$ cat config.mk
export PLATFORM = sky130hd
export DESIGN_NAME = board_controller_flat
export DESIGN_NICKNAME = d
export VERILOG_FILES = /design/src/rtl/board_pkg.sv /design/src/rtl/board_controller_if.sv /design/src/rtl/button_debouncer.sv /design/src/rtl/board_controller.sv /design/src/flat_wrapper.sv
export SDC_FILE = /design/constraint.sdc
export NUM_CORES = 1
export LEC_CHECK = 0
export BUFFER_PORTS_ARGS = -buffer_cell sky130_fd_sc_hd__buf_2
export CORE_MARGIN = 10
export CORE_UTILIZATION = 60
export DETAILED_ROUTE_END_ITERATION = 6
export PLACE_DENSITY = 0.79
export SLEW_MARGIN = 20
export SYNTH_ARGS = -nofsm -noshare
export SYNTH_HDL_FRONTEND = slang
export SYNTH_SLANG_ARGS = --single-unit
$ cat constraint.sdc
create_clock -name clk -period 6.63 [get_ports clk]
set_input_delay 0.663 -clock clk [delete_from_list [all_inputs] [get_ports clk]]
set_output_delay 0.663 -clock clk [all_outputs]
set_load 0.01 [all_outputs]
$ cat src/rtl/board_pkg.sv
// board_pkg: shared types, constants and helpers for the tic-tac-toe board controller
// Contents: cell_t, winner_t, state_t, grid constants, WIN_LINES, cell_at(), move_cursor()
package board_pkg;
   typedef enum logic [1:0] {EMPTY = 2'b00, MARK_X = 2'b01, MARK_O = 2'b10} cell_t;
   typedef enum logic [1:0] {NONE = 2'b00, WIN_X = 2'b01, WIN_O = 2'b10, DRAW = 2'b11} winner_t;
   typedef enum logic [1:0] {PLAY, CHECK, OVER} state_t;
   localparam int GRID_W = 3;
   localparam int GRID_H = 3;
   localparam int NUM_CELLS = 9;
   localparam int REPEAT_FRAMES = 15;
   localparam logic [3:0] WIN_LINES [8][3] = '{
      '{4'd0, 4'd1, 4'd2}, '{4'd3, 4'd4, 4'd5}, '{4'd6, 4'd7, 4'd8},
      '{4'd0, 4'd3, 4'd6}, '{4'd1, 4'd4, 4'd7}, '{4'd2, 4'd5, 4'd8},
      '{4'd0, 4'd4, 4'd8}, '{4'd2, 4'd4, 4'd6}};
   function automatic logic [1:0] cell_at(input logic [17:0] b, input logic [3:0] i);
      return b[{i, 1'b0} +: 2];
   endfunction
   // dir: 0 up, 1 down, 2 left, 3 right; both coordinates wrap inside the grid
   function automatic logic [3:0] move_cursor(input logic [3:0] a, input logic [1:0] dir);
      logic [3:0] c;
      c = a % 4'(GRID_W);
      return dir == 2'd0 ? (a < 4'(GRID_W) ? a + 4'(GRID_W * (GRID_H - 1)) : a - 4'(GRID_W)) :
             dir == 2'd1 ? (a >= 4'(GRID_W * (GRID_H - 1)) ? a - 4'(GRID_W * (GRID_H - 1)) : a + 4'(GRID_W)) :
             dir == 2'd2 ? (c == 4'd0 ? a + 4'(GRID_W - 1) : a - 4'd1) :
                           (c == 4'(GRID_W - 1) ? a - 4'(GRID_W - 1) : a + 4'd1);
   endfunction
endpackage

$ cat src/rtl/board_controller_if.sv
// board_controller_if: renderer-facing bundle of the board controller
// Inputs to controller: vsync (active low), btn_up/down/left/right/select (raw)
// Outputs from controller: player_address[3:0], board[17:0], turn, game_over, winner[1:0]
interface board_controller_if;
   logic        vsync;
   logic        btn_up;
   logic        btn_down;
   logic        btn_left;
   logic        btn_right;
   logic        btn_select;
   logic [3:0]  player_address;
   logic [17:0] board;
   logic        turn;
   logic        game_over;
   logic [1:0]  winner;
   modport master (output vsync, btn_up, btn_down, btn_left, btn_right, btn_select,
                   input player_address, board, turn, game_over, winner);
   modport slave (input vsync, btn_up, btn_down, btn_left, btn_right, btn_select,
                  output player_address, board, turn, game_over, winner);
endinterface

$ cat src/rtl/button_debouncer.sv
// button_debouncer: 2-flop synchronizer, frame-tick debounce and press pulse for one button
// Ports: clk, rst (async active low), i_tick (frame tick), i_btn (raw button),
//        o_level (debounced, 1 = pressed), o_press (one-cycle press event, coincident with i_tick)
module button_debouncer #(
   parameter int unsigned DEBOUNCE_FRAMES = 3,
   parameter bit          BTN_ACTIVE_LOW  = 1'b1
) (
   input  logic clk,
   input  logic rst,
   input  logic i_tick,
   input  logic i_btn,
   output logic o_level,
   output logic o_press
);
   logic [1:0] r_sync;
   logic [3:0] r_cnt;
   logic       r_level;
   logic       r_armed;
   logic       w_pressed;
   logic       w_differ;
   logic       w_settle;
   assign w_pressed = r_sync[1] ^ BTN_ACTIVE_LOW;
   assign w_differ  = w_pressed != r_level;
   assign w_settle  = i_tick & w_differ & (r_cnt == 4'(DEBOUNCE_FRAMES - 1));
   // armed only once a released level has been sampled, so a key held through reset settles silently
   assign o_press   = w_settle & w_pressed & r_armed;
   assign o_level   = r_level;
   always_ff @(posedge clk or negedge rst)
      if (!rst) begin
         r_sync  <= {2{BTN_ACTIVE_LOW}};
         r_cnt   <= 4'd0;
         r_level <= 1'b0;
         r_armed <= 1'b0;
      end else begin
         r_sync <= {r_sync[0], i_btn};
         if (i_tick) begin
            r_cnt <= (w_differ && !w_settle) ? r_cnt + 4'd1 : 4'd0;
            if (w_settle) r_level <= w_pressed;
            if (!w_pressed) r_armed <= 1'b1;
         end
      end
endmodule

$ cat src/rtl/board_controller.sv
// board_controller: tic-tac-toe game state (cursor, marks, win/draw) driven by debounced buttons
// Ports: clk (pixel clock), rst (async active low), bus (board_controller_if.slave)
// Optional: define AUTO_REPEAT_EN for held-direction auto-repeat every REPEAT_FRAMES ticks
module board_controller
   import board_pkg::*;
#(
   parameter int unsigned DEBOUNCE_FRAMES = 3,
   parameter bit          BTN_ACTIVE_LOW  = 1'b1
) (
   input logic               clk,
   input logic               rst,
   board_controller_if.slave bus
);
   logic        r_vs;
   logic        r_vs_d;
   logic        w_tick;
   logic [4:0]  w_raw;
   logic [4:0]  w_level;
   logic [4:0]  w_press;
   logic [4:0]  w_evt;
   state_t      r_state;
   logic [3:0]  r_addr;
   logic [17:0] r_board;
   logic        r_turn;
   logic        r_over;
   winner_t     r_winner;
   logic [1:0]  w_win;
   logic        w_full;
   assign w_tick = r_vs_d & ~r_vs;
   // bit order gives event priority: select, up, down, left, right
   assign w_raw = {bus.btn_right, bus.btn_left, bus.btn_down, bus.btn_up, bus.btn_select};
   for (genvar b = 0; b < 5; b++) begin : g_btn
      button_debouncer #(.DEBOUNCE_FRAMES(DEBOUNCE_FRAMES), .BTN_ACTIVE_LOW(BTN_ACTIVE_LOW)) u_deb (
         .clk(clk), .rst(rst), .i_tick(w_tick), .i_btn(w_raw[b]),
         .o_level(w_level[b]), .o_press(w_press[b]));
   end
`ifdef AUTO_REPEAT_EN
   logic [3:0] w_fire;
   for (genvar d = 0; d < 4; d++) begin : g_rep
      logic [3:0] r_rep;
      assign w_fire[d] = w_tick & w_level[d+1] & (r_rep == 4'(REPEAT_FRAMES - 1));
      // restarts on release, on its own repeat and whenever a higher-priority event wins the tick
      always_ff @(posedge clk or negedge rst)
         if (!rst) r_rep <= 4'd0;
         else if (!w_level[d+1]) r_rep <= 4'd0;
         else if (w_tick) r_rep <= (w_fire[d] || |w_evt[d:0]) ? 4'd0 : r_rep + 4'd1;
   end
   assign w_evt = {w_press[4:1] | w_fire, w_press[0]};
`else
   assign w_evt = w_press;
`endif
   always_comb begin
      w_win  = EMPTY;
      w_full = 1'b1;
      for (int i = 0; i < NUM_CELLS; i++)
         if (cell_at(r_board, 4'(i)) == EMPTY) w_full = 1'b0;
      for (int l = 0; l < 8; l++)
         if (cell_at(r_board, WIN_LINES[l][0]) != EMPTY &&
             cell_at(r_board, WIN_LINES[l][1]) == cell_at(r_board, WIN_LINES[l][0]) &&
             cell_at(r_board, WIN_LINES[l][2]) == cell_at(r_board, WIN_LINES[l][0]))
            w_win = cell_at(r_board, WIN_LINES[l][0]);
   end
   always_ff @(posedge clk or negedge rst)
      if (!rst) begin
         r_vs   <= 1'b1;
         r_vs_d <= 1'b1;
      end else begin
         r_vs   <= bus.vsync;
         r_vs_d <= r_vs;
      end
   always_ff @(posedge clk or negedge rst)
      if (!rst) begin
         r_state  <= PLAY;
         r_addr   <= '0;
         r_board  <= '0;
         r_turn   <= 1'b0;
         r_over   <= 1'b0;
         r_winner <= NONE;
      end else begin
         case (r_state)
            PLAY:
               if (w_evt[0]) begin
                  if (cell_at(r_board, r_addr) == EMPTY) begin
                     r_board[{r_addr, 1'b0} +: 2] <= r_turn ? MARK_O : MARK_X;
                     r_state <= CHECK;
                  end
               end else if (|w_evt[4:1])
                  r_addr <= move_cursor(r_addr, w_evt[1] ? 2'd0 : w_evt[2] ? 2'd1 : w_evt[3] ? 2'd2 : 2'd3);
            CHECK:
               if (w_win != EMPTY || w_full) begin
                  r_winner <= w_win != EMPTY ? winner_t'(w_win) : DRAW;
                  r_over   <= 1'b1;
                  r_state  <= OVER;
               end else begin
                  r_turn  <= ~r_turn;
                  r_state <= PLAY;
               end
            OVER:
               if (w_evt[0]) begin
                  r_board  <= '0;
                  r_turn   <= 1'b0;
                  r_winner <= NONE;
                  r_over   <= 1'b0;
                  r_addr   <= '0;
                  r_state  <= PLAY;
               end
            default: r_state <= PLAY;
         endcase
      end
   assign bus.player_address = r_addr;
   assign bus.board          = r_board;
   assign bus.turn           = r_turn;
   assign bus.game_over      = r_over;
   assign bus.winner         = r_winner;
endmodule

$ cat src/flat_wrapper.sv
// flat-port wrapper written by rule: the top's interface ports become plain ports
module board_controller_flat import board_pkg::*;
#(
   parameter int unsigned DEBOUNCE_FRAMES = 3,
   parameter bit          BTN_ACTIVE_LOW  = 1'b1
)
  (clk, rst, bus_vsync, bus_btn_up, bus_btn_down, bus_btn_left, bus_btn_right, bus_btn_select, bus_player_address, bus_board, bus_turn, bus_game_over, bus_winner);
  board_controller_if bus_i ();
  input logic clk;
  input logic rst;
  input wire logic [$bits(bus_i.vsync)-1:0] bus_vsync;
  input wire logic [$bits(bus_i.btn_up)-1:0] bus_btn_up;
  input wire logic [$bits(bus_i.btn_down)-1:0] bus_btn_down;
  input wire logic [$bits(bus_i.btn_left)-1:0] bus_btn_left;
  input wire logic [$bits(bus_i.btn_right)-1:0] bus_btn_right;
  input wire logic [$bits(bus_i.btn_select)-1:0] bus_btn_select;
  output wire logic [$bits(bus_i.player_address)-1:0] bus_player_address;
  output wire logic [$bits(bus_i.board)-1:0] bus_board;
  output wire logic [$bits(bus_i.turn)-1:0] bus_turn;
  output wire logic [$bits(bus_i.game_over)-1:0] bus_game_over;
  output wire logic [$bits(bus_i.winner)-1:0] bus_winner;
  assign bus_i.vsync = bus_vsync;
  assign bus_i.btn_up = bus_btn_up;
  assign bus_i.btn_down = bus_btn_down;
  assign bus_i.btn_left = bus_btn_left;
  assign bus_i.btn_right = bus_btn_right;
  assign bus_i.btn_select = bus_btn_select;
  assign bus_player_address = bus_i.player_address;
  assign bus_board = bus_i.board;
  assign bus_turn = bus_i.turn;
  assign bus_game_over = bus_i.game_over;
  assign bus_winner = bus_i.winner;
  board_controller #(.DEBOUNCE_FRAMES(DEBOUNCE_FRAMES), .BTN_ACTIVE_LOW(BTN_ACTIVE_LOW)) u_core (.clk(clk), .rst(rst), .bus(bus_i));
endmodule
Word-level counts from Yosys, hierarchy flattened --
Index checks and enable logic that the tools add are counted. Widths: inputs -> output; s select.
Operators by class: reduce and logical (&&, ||, !) cells 64, multiplexer cells 55, equal/unequal tests 38, divide/modulo/power cells 1, shift operators 3, magnitude comparators 2, $add $sub $neg 14, bitwise gates (word level) 28
Operators with widths (count):
- $mux 4 | 15
- $mux 18 | 3
- $pmux 18 s2 | 1
- $mux 2 | 17
- $eq 2x2->1 | 16
- $add 4x1->4 const B | 6
- $eq 4x2->1 const B | 6
- $logic_not 2->1 | 12
- $and 1x1->1 | 21
- $logic_and 1x1->1 | 21
- $reduce_and 2->1 | 10
- $bwmux 18 | 1
- $shift 2x7->18 const A | 1
- $shiftx 18x6->2 | 1
- $shiftx 2x7->18 | 1
- $reduce_bool 2->1 | 8
- $mux 1 | 13
- $reduce_and 3->1 | 3
- $add 4x2->4 const B | 2
- $ne 2x2->1 const B | 4
- $pmux 4 s2 | 1
- $reduce_and 4->1 | 2
- $sub 4x2->4 const B | 2
- $neg 5->7 | 1
- other kinds (18) | 37
Storage, ports and cells: bits of input ports 8, bits in registers 70, logic and storage cells 233, output and inout port bits 26

Depth between registers and ports, before layout --
Gate-level depths: netlist of run 1.
word-level depth 16, gate-level depth with buffers 17

By module --
A second synthesis of run 1 with hierarchy kept.
Unflattened totals: cells, all modules 540, area, all modules 4774.6 um^2
Modules (own cells, without submodules):
- board_controller | seq. area each 753.2 um^2, cells each 380, instances 1, area an instance 2879.0 um^2
- button_debouncer | seq. area each 202.7 um^2, cells each 32, instances 5, area an instance 379.1 um^2

Worst setup path before layout of run 1 --
No wires, ideal clock.
kind reg-to-reg, start reg u_core.r_addr[1], in the netlist u_core.bus.player_address[1], end reg u_core.r_addr[1], in the netlist u_core.bus.player_address[1], period minus slack after synthesis 3501 ps, arrival time 3434 ps, data required time 6563 ps, cell stages (with the launch flop) 16, path slack 3129 ps, cells stage by stage dfrtp_1 buf_2 inv_1 ha_1 o21ai_2 nand2_1 ha_1 nor2b_1 a221oi_4 ha_1 or4_4 a211oi_4 nor3_1 a211o_1 o2111ai_1 a32o_1
Between the ends: cells in the longest elaborated chain, start to end 9, elaborated cells between the ends (all ways) 23
RTL lines:
- from (decl) | line board_controller.sv:22 | logic [3:0] r_addr;
- from (signal assigned) | line board_controller.sv:88 | r_addr <= move_cursor(r_addr, w_evt[1] ? 2'd0 : w_evt[2] ? 2'd1 : w_evt[3] ? 2'd2 : 2'd3);
- $mod 4x2->4 | line board_pkg.sv:21 | c = a % 4'(GRID_W);
- $eq 4x2->1 / $logic_not 4->1 (equally long branches) | line board_pkg.sv:25, board_pkg.sv:24
- $mux 4 (on tied branches) | line board_pkg.sv:25, board_pkg.sv:24
- $mux 4 | line board_pkg.sv:24 | dir == 2'd2 ? (c == 4'd0 ? a + 4'(GRID_W - 1) : a - 4'd1) :
- $mux 4 | line board_pkg.sv:23 | dir == 2'd1 ? (a >= 4'(GRID_W * (GRID_H - 1)) ? a - 4'(GRID_W * (GRID_H - 1)) : a + 4'(GRID_W)) :
- $mux 4 (*) | line board_pkg.sv:22 | return dir == 2'd0 ? (a < 4'(GRID_W) ? a + 4'(GRID_W * (GRID_H - 1)) : a - 4'(GRID_W)) :
- $mux 4 (*) | line board_controller.sv:87 | end else if (|w_evt[4:1])
- $mux 4 (*) | line board_controller.sv:82 | if (w_evt[0]) begin
- $pmux 4 s2 (*) | line board_controller.sv:80 | case (r_state)
Every way passes the cells marked *; elsewhere a longest branch is shown, timed or not. The select of a mux whose other input is x is not followed. A chain may end at the register's enable or synchronous reset.

Worst setup path in the final report of run 1 --
start reg u_core.r_addr[1], in the netlist u_core.bus.player_address[1], end reg u_core.r_addr[3], in the netlist u_core.bus.player_address[3]
Same word-level chain as after synthesis.

==> results of run 1 <==
[through the flow]
stage | area (um2) | std cells | hold WS (ns)
after global routing | 5090 | 658 | 0.360
after global placement | 4890 | 642 | 0.346
final | 5090 | 658 | 0.357
after detailed placement | 4890 | 642 | 0.347
after CTS | 5090 | 658 | 0.359
after floorplan | 4700 | 533 | 0.345
[synthesized netlist by cell type, types with 5 or more instances]
cell type  count
a21o_1         6
o41ai_1        6
and3_1        10
nor3_1        18
nand2_1       41
dfrtp_1       58
or3_1          9
a21oi_1       33
a31oi_1        5
nand2b_1      12
nand4_1       10
clkbuf_1      21
xnor2_1        6
inv_1         20
ha_1          29
o31ai_1       10
nor2_1        38
nor2b_1        7
nand3_1       28
o21ai_0       62
dfstp_2       12
[cell families after synthesis]
logic type | count (synthesis) | share of synthesized area [%]
adders and majority gates | 29 | 7.73
xor gates and xnor gates | 10 | 1.86
muxes | 6 | 1.81
AOI/OAI and AO/OA | 165 | 23.3
and+or+nand+nor | 205 | 23.8
buffers and inverters | 48 | 3.94
DFF | 70 | 37.6
[cell type report]
type	count	area share, %
Clock buffer	11	2.78
Sequential cell	70	34.7
Inverter	21	1.55
Clock inverter	5	1.16
Multi-Input combinational cell	415	53.9
Timing Repair Buffer	34	3.39
Tap cell	102	2.51
[routing by layer]
metal | GRT usage (%) | routed length [um]
met4 | 7.44 | 222
met1 | 25.6 | 4860
met2 | 31.0 | 5350
met5 | 0 | 0
met3 | 3.57 | 778
[registers in the layout, summed over array words and instances, names as in the netlist]
name                        count
u_core.g_btn.u_deb.r_armed      5
u_core.bus.game_over            1
u_core.g_btn.u_deb.o_level      5
u_core.bus.player_address       4
u_core.g_btn.u_deb.r_cnt       20
u_core.g_btn.u_deb.r_sync      10
u_core.r_vs_d                   1
u_core.r_vs                     1
u_core.r_state                  2
u_core.bus.board               18
u_core.bus.winner               2
u_core.bus.turn                 1
[report_power, final]
group	leakage [uW]	switching (uW)	internal [uW]
clock network	0.0000955	171	184
logic	0.00118	527	380
registers	0.000848	136	505
total	0.00212	835	1070
[worst register-to-register path, delay by kind of cell, from the launching register on]
kind,cells,cell delay [ns]
AND/OR/NAND/NOR,4,1.06
buffers and inverters,1,0.29
AO/OA/AOI/OAI,5,0.85
XOR/XNOR,1,0.18
adder cells (fa/ha/maj),3,0.84
flip-flops,1,0.70
[worst max path at each step]
stage / startpoint / end / slack (ns)
final: u_core.bus.player_address[1] / u_core.bus.player_address[3] / 2.62
after global routing: u_core.bus.player_address[1] / u_core.bus.player_address[3] / 2.30
after CTS: u_core.bus.player_address[1] / u_core.bus.player_address[3] / 2.62
after detailed placement: u_core.bus.player_address[1] / u_core.bus.player_address[3] / 2.65
after global placement: u_core.bus.player_address[1] / u_core.bus.player_address[3] / 2.84
after floorplan: u_core.bus.player_address[1] / u_core.bus.player_address[1] / 3.13
[cell usage in the layout, fill, tap and decap left out, types with 7 or more instances in the layout]
cell type and n:
clkbuf_8 10, nand2_1 41, o21ai_0 62, and3_1 10
a21oi_1 33, or3_1 9, o31ai_1 10, buf_2 33
nor2b_1 7, inv_1 20, nand3_1 28, dfrtp_1 58
nand2b_1 12, dfstp_2 12, nand4_1 10, nor3_1 18
ha_1 29, nor2_1 38
==> flow_summary.ini, run 1 <==
[run]
drv_cap = 0

[logic_synthesis]
yosysSeqAreaShare_pct = 37.6
synth_top_area_share_pct = 30.9
async_flop_share_pct = 100
netlist_top_cells_area = dfrtp_1 31%, ha_1 7.7%, dfstp_2 6.7%
synth_ff_type = dfrtp_1
ys.warnings.count = 0
synth-seq-cells = 70
syn_area_um2 = 4700
syn_inst = 533
syn-num-nets = 570
synth.distinct_cells = 76
syn_area_per_cell_um2 = 8.81
synth_top_area_cell = dfrtp_1
synth-edff-count = 0

[sta]
fin_tns_setup_ns = 0
slew_headroom_pct = 36.3
final.min_clock_period_ns = 4.01
tightest_slew_ns = 0.956
finalSetupViolations = 0
fin_crit_sh_pct = 60.5
drv_slew = 0
postLayoutSetupSlackWorst_ns = 2.62
hold_viol = 0
fin_skew_ns = 0.00710
timing.fmax_mhz = 249
rsz0062_at_grt = false

[clock_tree]
cts.clk_slew.worst_paths_ns = 0.08
clk_latency_ns = 0.35
ctsRootBufferMaster = clkbuf_8
clockBufferDepth = 2
cts_tree = done
cts_setup_buffers = 0
htreeDepth = 3
ctsHoldBuffers = 0
cts_num_sinks = 70
cts-resized-gates = 0
cts_made_buffers = 9

[die]
coreArea_um2 = 7690
start_util_pct = 61.1
die_area_um2 = 11800
die_w_um = 108
ioPinCount = 34
num_rows = 32
dieHeight_um = 108

[critical_path]
startpoint_type = flip-flop
crit_fanout = 16
rrSetupSlack_ns = 2.62
max_stage_delay_ns = 0.70
cp.depth = 14
path_cells = inv_1 -> ha_1 -> o21ai_2 -> nand2_1 -> ha_1 -> nor2b_1 -> a221oi_4 -> ha_1 -> or4_4 -> a211oi_4 -> or2_1 -> o311ai_2 -> xor2_1 -> o31ai_2
critPathTopFamily = simple AND/OR/NAND/NOR gates
cp-end-kind = flip-flop
critical_path_arrival_ns = 4.26
crit_buf_inv = 1
timing.rr.start = u_core.bus.player_address[1]
rr_worst_depth = 14
timing.rr.end = u_core.bus.player_address[3]
required_ns = 6.88
critPathKind = reg -> reg
cpMostUsedCell = ha_1
cp_slowest_cell = dfrtp_1

[layout]
layout.nets = 588
fill_cells = 669
drive_above_1_share_pct = 14.6
utilization_pct = 66.2
area_growth_pct = 8.39
regArea_um2 = 1770
multi_input_area_um2 = 2750
antennaDiodeCount = 0

[outcome]
status = completed

[drt]
vias = 4170
dr.pass1.iters = 6
viasPerCell = 6.34
wl_um = 11200
drtAntennaViolNets = 0
drc = 0
dr.first_iter.drc_count = 235
wl_per_cell_um = 17.0

[global_routing]
grt_pass1_wl_um = 18800
grt_pass1_vias = 3938
antenna_found_initial = 0
grt_start_max_net_pins = 71
overflow = 0
grt.total_usage_pct = 19.4

[place]
dp_slack_ns = 2.65
dp.final_hpwl_um = 7820
port_buffers = 33
gp_congestion = 0.910

[power]
powerDensity_nw_per_um2 = 374
power.total_uw = 1900
p_leak_uw = 0.00212
vdd_drop_max_uv = 230

[hold_path]
hold_start = u_core.g_btn[4].u_deb.r_sync[0]
hold_path_depth = 0
holdPathEnd = u_core.g_btn[4].u_deb.r_sync[1]
hold_class = reg -> reg
No activity file was read; power rests on OpenSTA's default activity.
==> inputs of run 2 (changes only) <==
==> constraint.sdc (replaced) <==
create_clock -name clk -period 4 [get_ports clk]
set_input_delay 0.4 -clock clk [delete_from_list [all_inputs] [get_ports clk]]
set_output_delay 0.4 -clock clk [all_outputs]
set_load 0.01 [all_outputs]
==> run 2 against run 1 <==
Against the previous run:
- total power grew 65%
- routed wire length grew 2.2%
- clock skew is essentially flat
- sequential share of layout area shrank 0.34 points
- register-to-register slack lost 2.2 ns
- die area is the same
- hold slack lost 0.24 ns
- setup slack lost 2.2 ns
- flip-flop and latch count is the same
- combinational power grew 80%
- largest power group unchanged
==> flow_summary.ini, run 2 (synthesis results as in run 1) <==
[place]
dp.final_hpwl_um = 8160
port_buffers = 33
gp_congestion = 0.937
dp_slack_ns = 0.459
dp_cells = 652

[drt]
viasPerCell = 6.43
dr.first_iter.drc_count = 262
wl_per_cell_um = 17.2
vias = 4296
wl_um = 11500
drtAntennaViolNets = 0
dr.pass1.iters = 5
drc = 0

[critical_path]
required_ns = 4.29
rrSetupSlack_ns = 0.39
rr_worst_depth = 14
cp-end-kind = flip-flop
critPathKind = reg -> reg
timing.rr.end = u_core.bus.player_address[1]
crit_fanout = 9
startpoint = u_core.bus.player_address[2]
startpoint_type = flip-flop
timing.rr.start = u_core.bus.player_address[2]
endpoint = u_core.bus.player_address[1]
critical_path_arrival_ns = 3.90

[sta]
finalSetupViolations = 0
final.min_clock_period_ns = 3.61
drv_slew = 0
fin_skew_ns = 0.00664
fin_crit_sh_pct = 90.2
slew_headroom_pct = 47.6
fin_tns_setup_ns = 0
timing.fmax_mhz = 277
postLayoutSetupSlackWorst_ns = 0.391
tightest_slew_ns = 0.785
rsz0062_at_grt = false
hold_viol = 0

[power]
pwr-share-comb_pct = 51.8
powerDensity_nw_per_um2 = 612
intPower_uw = 1730
power.total_uw = 3150
p_clk_share_pct = 16.8
p_leak_uw = 0.00215
power_switching_uw = 1410
vdd_drop_max_uv = 306
p_sw_share_pct = 44.9
seq_power_share_pct = 31.5

[clock_tree]
clockBufferDepth = 2
ctsHoldBuffers = 0
cts_tree = done
cts-resized-gates = 0
cts_made_buffers = 9
cts.clk_slew.worst_paths_ns = 0.08
cts_num_sinks = 70
clk_latency_ns = 0.36
cts_setup_buffers = 0
ctsRootBufferMaster = clkbuf_8
htreeDepth = 3

[die]
die_area_um2 = 11800
dieHeight_um = 108
start_util_pct = 61.1
die_w_um = 108
coreArea_um2 = 7690
num_rows = 32
ioPinCount = 34

[global_routing]
grt_start_max_net_pins = 38
overflow = 0
grt.total_usage_pct = 19.6
grt_pass1_wl_um = 19100
antenna_found_initial = 0
grt_pass1_vias = 4065

[layout]
final_cell_mix = 62 x o21ai_0, 58 x dfrtp_1, 41 x nand2_1
area_growth_pct = 9.46
mostFrequentLayoutCell = o21ai_0
layout.nets = 598
utilization_pct = 66.9
top_register = u_core.g_btn.u_deb.r_cnt
antennaDiodeCount = 0
largest_register_ffs = 20
finalNonFillerCells = 668
drive_above_1_share_pct = 16.1
fill_cells = 620

[outcome]
status = completed

[run]
drv_cap = 0

[hold_path]
hold_class = in -> async
==> run 2: layout make-up <==
type,instances,area (um2),share of cell area [%]
Multi-Input combinational cell,415,2750,53.4
Timing Repair Buffer,44,248,4.82
Clock inverter,6,47.5,0.925
Clock buffer,10,128,2.48
Inverter,21,78.8,1.53
Sequential cell,70,1770,34.4
Tap cell,102,128,2.48
==> run 2: routing by layer <==
| layer | up-vias | GRT usage [%] | share of wire (%) |
|---|---|---|---|
| met5 | - | 0 | 0 |
| met4 | 0 | 7.16 | 1.3 |
| met3 | 15 | 3.51 | 8.4 |
| met2 | 168 | 33.2 | 49 |
| met1 | 2085 | 24.4 | 41 |
| li1 | 2028 | - | - |
==> run 2: power by group through the flow <==
stage | combinational, uW | sequential, uW | clock [uW]
global placement | 1540 | 988 | 0
finish | 1630 | 990 | 527
CTS | 1620 | 988 | 529
global route | 1820 | 1010 | 555
floorplan | 1240 | 982 | 0
detailed placement | 1610 | 999 | 0
==> run 2: worst min path at each step <==
stage | slack [ns] | startpoint | endpoint | depth (start not counted)
final | 0.12 | rst | u_core.bus.board[7] | 1
after global routing | 0.13 | bus_btn_right | u_core.g_btn[4].u_deb.r_sync[0] | 1
after CTS | 0.13 | bus_btn_select | u_core.g_btn[0].u_deb.r_sync[0] | 1
after detailed placement | 0.35 | u_core.g_btn[2].u_deb.r_sync[0] | u_core.g_btn[2].u_deb.r_sync[1] | 0
after global placement | 0.35 | u_core.g_btn[1].u_deb.r_sync[0] | u_core.g_btn[1].u_deb.r_sync[1] | 0
after floorplan | 0.10 | rst | u_core.bus.board[0] | 0
==> run 2: critical path, cell delays in order (launching register included) <==
cell       delay [ns]
dfrtp_1          0.55
ha_1             0.33
o21ai_2          0.09
nand2_1          0.09
ha_1             0.24
nor2b_1          0.25
a221oi_4         0.10
ha_1             0.25
nor2_1           0.11
nand2_1          0.09
nor4b_1          0.51
nor2_1           0.21
a211o_1          0.35
o2111ai_1        0.19
a32o_1           0.18
==> run 2: per-stage QoR <==
stage | hold slack, ns | area, um2
2_1_floorplan | 0.104 | 4700
3_3_place_gp | 0.346 | 4970
3_5_place_dp | 0.347 | 4970
4_1_cts | 0.128 | 5140
5_1_grt | 0.128 | 5140
6_report | 0.117 | 5140
